<file path="src/rtl/fir_pkg.sv">
// rtl/fir_pkg.sv - shared types and constants for the FIR accumulator back end
package fir_pkg;

  typedef enum logic {
    IDLE  = 1'b0,
    ACCUM = 1'b1
  } fir_acc_state_t;

  localparam logic [31:0] SAT_MAX = 32'h7FFF_FFFF;
  localparam logic [31:0] SAT_MIN = 32'h8000_0000;

  // Shared with the coefficient memory so both agree on tap count and Q format.
  localparam int DEF_TAPS  = 8;
  localparam int DEF_SHIFT = 15;
  localparam int DEF_ACC_W = 40;

  function automatic int unsigned cnt_width(input int unsigned taps);
    return (taps <= 2) ? 1 : $clog2(taps);
  endfunction

endpackage

</file>
<file path="src/rtl/fir_accumulator_if.sv">
// rtl/fir_accumulator_if.sv - product input stream and sample output stream
interface fir_accumulator_if;

  logic        in_valid;
  logic        in_ready;
  logic [31:0] in_data;
  logic        out_valid;
  logic        out_ready;
  logic [31:0] out_data;
  logic        out_sat;

  modport master (
    output in_valid, in_data, out_ready,
    input  in_ready, out_valid, out_data, out_sat
  );

  modport slave (
    input  in_valid, in_data, out_ready,
    output in_ready, out_valid, out_data, out_sat
  );

endinterface

</file>
<file path="src/rtl/fir_round_sat.sv">
// rtl/fir_round_sat.sv - round-half-up, arithmetic scale by SHIFT, clip to 32 bits
module fir_round_sat
  import fir_pkg::*;
#(
  parameter int ACC_W = DEF_ACC_W,
  parameter int SHIFT = DEF_SHIFT
) (
  input  logic [ACC_W-1:0] total_i,
  output logic [31:0]      data_o,
  output logic             sat_o
);

  localparam int RW = ACC_W + 1;

  // Half an output LSB; shifting the one back down makes SHIFT = 0 yield zero.
  localparam logic [RW-1:0] RND   = (RW'(1) << SHIFT) >> 1;
  localparam logic [RW-1:0] Q_MAX = {{(RW-32){1'b0}}, SAT_MAX};
  localparam logic [RW-1:0] Q_MIN = {{(RW-32){1'b1}}, SAT_MIN};

  logic signed [RW-1:0] r_w;
  logic signed [RW-1:0] q_w;

  always_comb begin
    r_w    = $signed({total_i[ACC_W-1], total_i}) + $signed(RND);
    q_w    = r_w >>> SHIFT;
    data_o = q_w[31:0];
    sat_o  = 1'b0;
    if (q_w > $signed(Q_MAX)) begin
      data_o = SAT_MAX;
      sat_o  = 1'b1;
    end else if (q_w < $signed(Q_MIN)) begin
      data_o = SAT_MIN;
      sat_o  = 1'b1;
    end
  end

endmodule

</file>
<file path="src/rtl/fir_accumulator.sv">
// rtl/fir_accumulator.sv - sums TAPS products per sample into a one-entry output register
module fir_accumulator
  import fir_pkg::*;
#(
  parameter int TAPS  = DEF_TAPS,
  parameter int ACC_W = DEF_ACC_W,
  parameter int SHIFT = DEF_SHIFT
) (
  input  logic               clk,
  input  logic               reset_n,
  input  logic               clear,
  fir_accumulator_if.slave   bus
);

  localparam int CNT_W = cnt_width(TAPS);
  localparam logic [CNT_W-1:0] LAST_CNT = CNT_W'(TAPS - 1);

  fir_acc_state_t   state_q;
  logic [ACC_W-1:0] acc_q;
  logic [CNT_W-1:0] tap_cnt_q;
  logic             out_valid_q;
  logic [31:0]      out_data_q;
  logic             out_sat_q;

  logic             last_beat_w;
  logic             in_ready_w;
  logic             accept_w;
  logic [ACC_W-1:0] in_sext_w;
  logic [ACC_W-1:0] total_d;
  logic [31:0]      rs_data_d;
  logic             rs_sat_d;

  assign last_beat_w = (tap_cnt_q == LAST_CNT);
  // Only the closing beat needs the output slot, so only it waits on backpressure.
  assign in_ready_w  = !clear && !(last_beat_w && out_valid_q && !bus.out_ready);
  assign accept_w    = bus.in_valid && in_ready_w;
  assign in_sext_w   = {{(ACC_W-32){bus.in_data[31]}}, bus.in_data};
  assign total_d     = acc_q + in_sext_w;

  fir_round_sat #(
    .ACC_W (ACC_W),
    .SHIFT (SHIFT)
  ) u_round_sat (
    .total_i (total_d),
    .data_o  (rs_data_d),
    .sat_o   (rs_sat_d)
  );

  always_ff @(posedge clk or negedge reset_n) begin
    if (!reset_n) begin
      state_q     <= IDLE;
      acc_q       <= '0;
      tap_cnt_q   <= '0;
      out_valid_q <= 1'b0;
      out_data_q  <= '0;
      out_sat_q   <= 1'b0;
    end else begin
      if (out_valid_q && bus.out_ready) begin
        out_valid_q <= 1'b0;
      end
      if (clear) begin
        state_q   <= IDLE;
        acc_q     <= '0;
        tap_cnt_q <= '0;
      end else if (accept_w) begin
        unique case (state_q)
          IDLE: begin
            acc_q     <= in_sext_w;
            tap_cnt_q <= CNT_W'(1);
            state_q   <= ACCUM;
          end
          ACCUM: begin
            if (last_beat_w) begin
              // Drain and refill may coincide; this write wins over the clear above.
              out_data_q  <= rs_data_d;
              out_sat_q   <= rs_sat_d;
              out_valid_q <= 1'b1;
              acc_q       <= '0;
              tap_cnt_q   <= '0;
              state_q     <= IDLE;
            end else begin
              acc_q     <= total_d;
              tap_cnt_q <= tap_cnt_q + 1'b1;
            end
          end
          default: begin
            state_q   <= IDLE;
            acc_q     <= '0;
            tap_cnt_q <= '0;
          end
        endcase
      end
    end
  end

  assign bus.in_ready  = in_ready_w;
  assign bus.out_valid = out_valid_q;
  assign bus.out_data  = out_data_q;
  assign bus.out_sat   = out_sat_q;

endmodule

</file>
<file path="src/flat_wrapper.sv">
// flat-port wrapper written by rule: the top's interface ports become plain ports
module fir_accumulator_flat import fir_pkg::*;
#(
  parameter int TAPS  = DEF_TAPS,
  parameter int ACC_W = DEF_ACC_W,
  parameter int SHIFT = DEF_SHIFT
)
  (clk, reset_n, clear, bus_in_valid, bus_in_data, bus_out_ready, bus_in_ready, bus_out_valid, bus_out_data, bus_out_sat);
  fir_accumulator_if bus_i ();
  input  logic clk;
  input  logic reset_n;
  input  logic clear;
  input wire logic [$bits(bus_i.in_valid)-1:0] bus_in_valid;
  input wire logic [$bits(bus_i.in_data)-1:0] bus_in_data;
  input wire logic [$bits(bus_i.out_ready)-1:0] bus_out_ready;
  output wire logic [$bits(bus_i.in_ready)-1:0] bus_in_ready;
  output wire logic [$bits(bus_i.out_valid)-1:0] bus_out_valid;
  output wire logic [$bits(bus_i.out_data)-1:0] bus_out_data;
  output wire logic [$bits(bus_i.out_sat)-1:0] bus_out_sat;
  assign bus_i.in_valid = bus_in_valid;
  assign bus_i.in_data = bus_in_data;
  assign bus_i.out_ready = bus_out_ready;
  assign bus_in_ready = bus_i.in_ready;
  assign bus_out_valid = bus_i.out_valid;
  assign bus_out_data = bus_i.out_data;
  assign bus_out_sat = bus_i.out_sat;
  fir_accumulator #(.TAPS(TAPS), .ACC_W(ACC_W), .SHIFT(SHIFT)) u_core (.clk(clk), .reset_n(reset_n), .clear(clear), .bus(bus_i));
endmodule
</file>
<file path="config.mk">
export PLATFORM = sky130hd
export DESIGN_NAME = fir_accumulator_flat
export DESIGN_NICKNAME = d
export VERILOG_FILES = /design/src/rtl/fir_pkg.sv /design/src/rtl/fir_accumulator_if.sv /design/src/rtl/fir_round_sat.sv /design/src/rtl/fir_accumulator.sv /design/src/flat_wrapper.sv
export SDC_FILE = /design/constraint.sdc
export NUM_CORES = 1
export LEC_CHECK = 0
export BUFFER_PORTS_ARGS = -buffer_cell sky130_fd_sc_hd__buf_2
export CORE_MARGIN = 4
export CORE_UTILIZATION = 45
export CTS_CLUSTER_SIZE = 14
export DETAILED_ROUTE_END_ITERATION = 8
export PLACE_DENSITY_LB_ADDON = 0.12
export SYNTH_ARGS = -nofsm -noshare
export SYNTH_HDL_FRONTEND = slang
export SYNTH_SLANG_ARGS = --single-unit
</file>
<file path="constraint.sdc">
create_clock -name clk -period 4.8 [get_ports clk]
set_input_delay 1.2 -clock clk [delete_from_list [all_inputs] [get_ports clk]]
set_output_delay 1.2 -clock clk [all_outputs]
set_load 0.02 [all_outputs]
</file>
==> results.txt <==
vias post-DR: 5688
mux share of post-synthesis cell area: 0.828%
Std-Cell Rows: 42
global-route usage over all layers: 23.0%
largest family of logic cells by synthesized area: compound AO/OA/AOI/OAI gates
IO Count: 72
Post-CTS Setup Inserts: 0
Worst Tran Pin Value: 0.938 ns
setup_tns: 0 ns
Yosys warnings: 0
Top FF cell, synth: dfrtp_1
Core Area: 0.0132 mm^2
wire length on met3: 1020 um
RSZ-0062 raised after global routing: no
clock latency at the later pin of the worst-skew pair: 0.35 ns
DIE HEIGHT: 124 um
CTS buffer count: 9
startpoint types: input pin
Die W: 124 um
Leak: 3.33 nW
Post-Syn Instances: 702
die area: 0.0154 mm^2
worst hold slack: 0.465 ns
initial antenna violation count: 0
Synth async-reset ratio: 100%
post-route ant nets: 0
Synth Area in XOR/XNOR: 7.47%
P per Cell Area: 347 mW/mm^2
Mean Syn Cell Area: 8.61 um^2
CP Max Fanout: 6
Final setup viols: 0
Buf/Inv on CP: 2
Critical Path Most Common Cell: ha_1
FMAX: 0.223 GHz
Critical Path Max Stage Delay: 0.44 ns
CTS clk-pin slew, worst paths: 0.06 ns
clk sink count: 72
Post-CTS Resized: 0
CP cell instances: buf_2 -> ha_1 -> fa_1 -> a211oi_1 -> o21a_1 -> o21ai_1 -> a21oi_1 -> xnor2_1 -> ha_1 -> inv_1 -> nor4_4 -> nand4_2 -> nor4_1 -> a31oi_1 -> a21o_1
WL met1: 8680 um
met2 WL: 7250 um
largest net degree at the start of global routing: 73
Clock Skew: 0.0124 ns
Layout area overhead: 14.2%
maxcap violations: 0
clock root buffer: clkbuf_16
hold buffer count at cts: 0
DR WL/cell: 18.2 um
Hold Path Class: reg2reg
commonest cells in the netlist: nand2_1, dfrtp_1, o21ai_0, a21oi_1, ha_1
Setup crit end kind: register
count leader, synth: nand2_1
simple-gate portion of the synthesized area: 19.5%
final hold vios: 0
First-pass DRT Iterations: 7
Synth area leader: dfrtp_1
H-Tree Depth: 3
syn nets: 782
Clock Tree Buf Depth: 2
Area contributors post-synth: dfrtp_1, ha_1, o21ai_0
CP max stage cell: fa_1
post-synthesis cell type count: 77
vias in the first global route: 5350
dpl hpwl: 13200 um
arrival time worst endpoint: 4.71 ns
delay-heaviest family, CP: compound AO/OA/AOI/OAI gates
VDD IR-drop max: 0.000179 V
global-route wire length before repair: 27700 um
Mapped Area: 0.00605 mm^2
Nets: 848
number of flops mapped to enable cells by yosys: 0
Tot Pwr: 2.39 mW
Vias per Instance: 5.99
PortBufs: 70
Compound-Gate Fraction of Synth Area: 28.8%
CTS tree: yes
placed cell area: 0.00662 mm^2
share of layout cells above drive strength 1: 19.0%
gpl congestion: 0.923
worst rel slew slack: 37.5%
DR top layer: met4
DRT iter0 DRCs: 421
Synth top area share: 29.8%
Synth Area in Adders: 9.02%
Seq/Total Area, Yosys: 29.8%
number of inserted diodes: 0
crit path time final: 4.48 ns
Starting Density: 45.8%
status: complete, no violations
global route total overflow: 0
post-route cell area: 0.00690 mm^2
period utilisation layout: 93.3%
Worst EP required: 5.03 ns
Slew Viols, Final: 0
# DRC: 0
Synth Register Bits: 72
worst setup path category: in2reg
WL final: 17200 um
==> routing by layer <==
layer | vias up | track usage [%]
met5 | - | 0
met4 | 0 | 6.98
met3 | 22 | 3.54
met2 | 174 | 33.4
met1 | 2728 | 34.9
li1 | 2764 | -
==> power by group <==
| part | switching, mW | leakage [nW] | internal [mW] | total (mW) |
|---|---|---|---|---|
| registers | 0.0311 | 0.973 | 0.651 | 0.682 |
| logic | 0.643 | 2.22 | 0.408 | 1.05 |
| clock network | 0.270 | 0.139 | 0.392 | 0.662 |
==> sequential cells by signal, summed over array words and instances (netlist names) <==
name                  count
u_core.bus.out_valid      1
u_core.state_q            1
u_core.acc_q             40
u_core.tap_cnt_q          3
u_core.bus.out_data      27
==> through the flow <==
| stage | std cells | setup slack (ns) | utilization, % |
|---|---|---|---|
| 3_5_place_dp | 933 | -0.00962 | 50.2 |
| 3_3_place_gp | 933 | 0.0595 | 50.2 |
| 4_1_cts | 949 | 0.361 | 52.3 |
| 5_1_grt | 949 | 0.0122 | 52.3 |
| 6_report | 949 | 0.321 | 52.3 |
| 2_1_floorplan | 702 | 0.425 | - |
==> logic make-up after synthesis <==
kind of cell    count (synthesis)
compound gates                257
xor+xnor                       49
fa+ha+maj                      43
buf+inv                        61
flops                          72
mux                             5
other cells                     1
simple gates                  214
==> cell type report <==
| class | instances | area (um^2) |
|---|---|---|
| Clock buffer | 14 | 274 |
| Clock inverter | 2 | 12.5 |
| Fill cell | 1307 | 6290 |
| Inverter | 21 | 78.8 |
| Multi-Input combinational cell | 569 | 3980 |
| Sequential cell | 72 | 1800 |
| Tap cell | 176 | 220 |
| Timing Repair Buffer | 95 | 541 |
==> placed cells by master (no fill, tap or decap), drive strengths merged, types with 8 or more instances in the layout <==
master / synthesis / layout
o21ai: 75 / 75
nand2: 75 / 75
a222oi: 13 / 13
ha: 42 / 42
inv: 21 / 21
o21a: 9 / 9
nor3: 15 / 15
nor4: 11 / 11
xnor2: 26 / 26
dfrtp: 72 / 72
nand4: 13 / 13
a31oi: 8 / 8
nor2: 36 / 36
a211oi: 8 / 8
a21oi: 59 / 59
a21o: 19 / 19
clkbuf: 23 / 14
or3: 10 / 10
buf: 17 / 95
a22oi: 18 / 18
o211ai: 8 / 8
nand3: 19 / 19
xor2: 23 / 23
==> worst paths after layout <==
path | startpoint | to | slack, ns | depth (start not counted)
max in group asynchronous | reset_n | u_core.acc_q[36] | 3.19 | 1
worst min-delay path | u_core.bus.out_data[0] | u_core.bus.out_data[0] | 0.46 | 2
worst max register to register | u_core.acc_q[0] | u_core.bus.out_data[31] | 0.92 | 14
min in group asynchronous | reset_n | u_core.acc_q[18] | 1.00 | 1
worst max-delay path | bus_in_data[0] | u_core.bus.out_data[31] | 0.32 | 15
worst min register to register | u_core.bus.out_data[0] | u_core.bus.out_data[0] | 0.46 | 2
==> worst register-to-register path, stage by stage, from the launching register on <==
cell	delay, ns
dfrtp_1	0.37
ha_1	0.23
fa_1	0.44
a211oi_1	0.38
o21a_1	0.22
o21ai_1	0.10
a21oi_1	0.19
xnor2_1	0.20
ha_1	0.23
inv_1	0.10
nor4_4	0.34
nand4_2	0.29
nor4_1	0.33
a31oi_1	0.16
a21o_1	0.19
(Power assumes the default switching activity.)
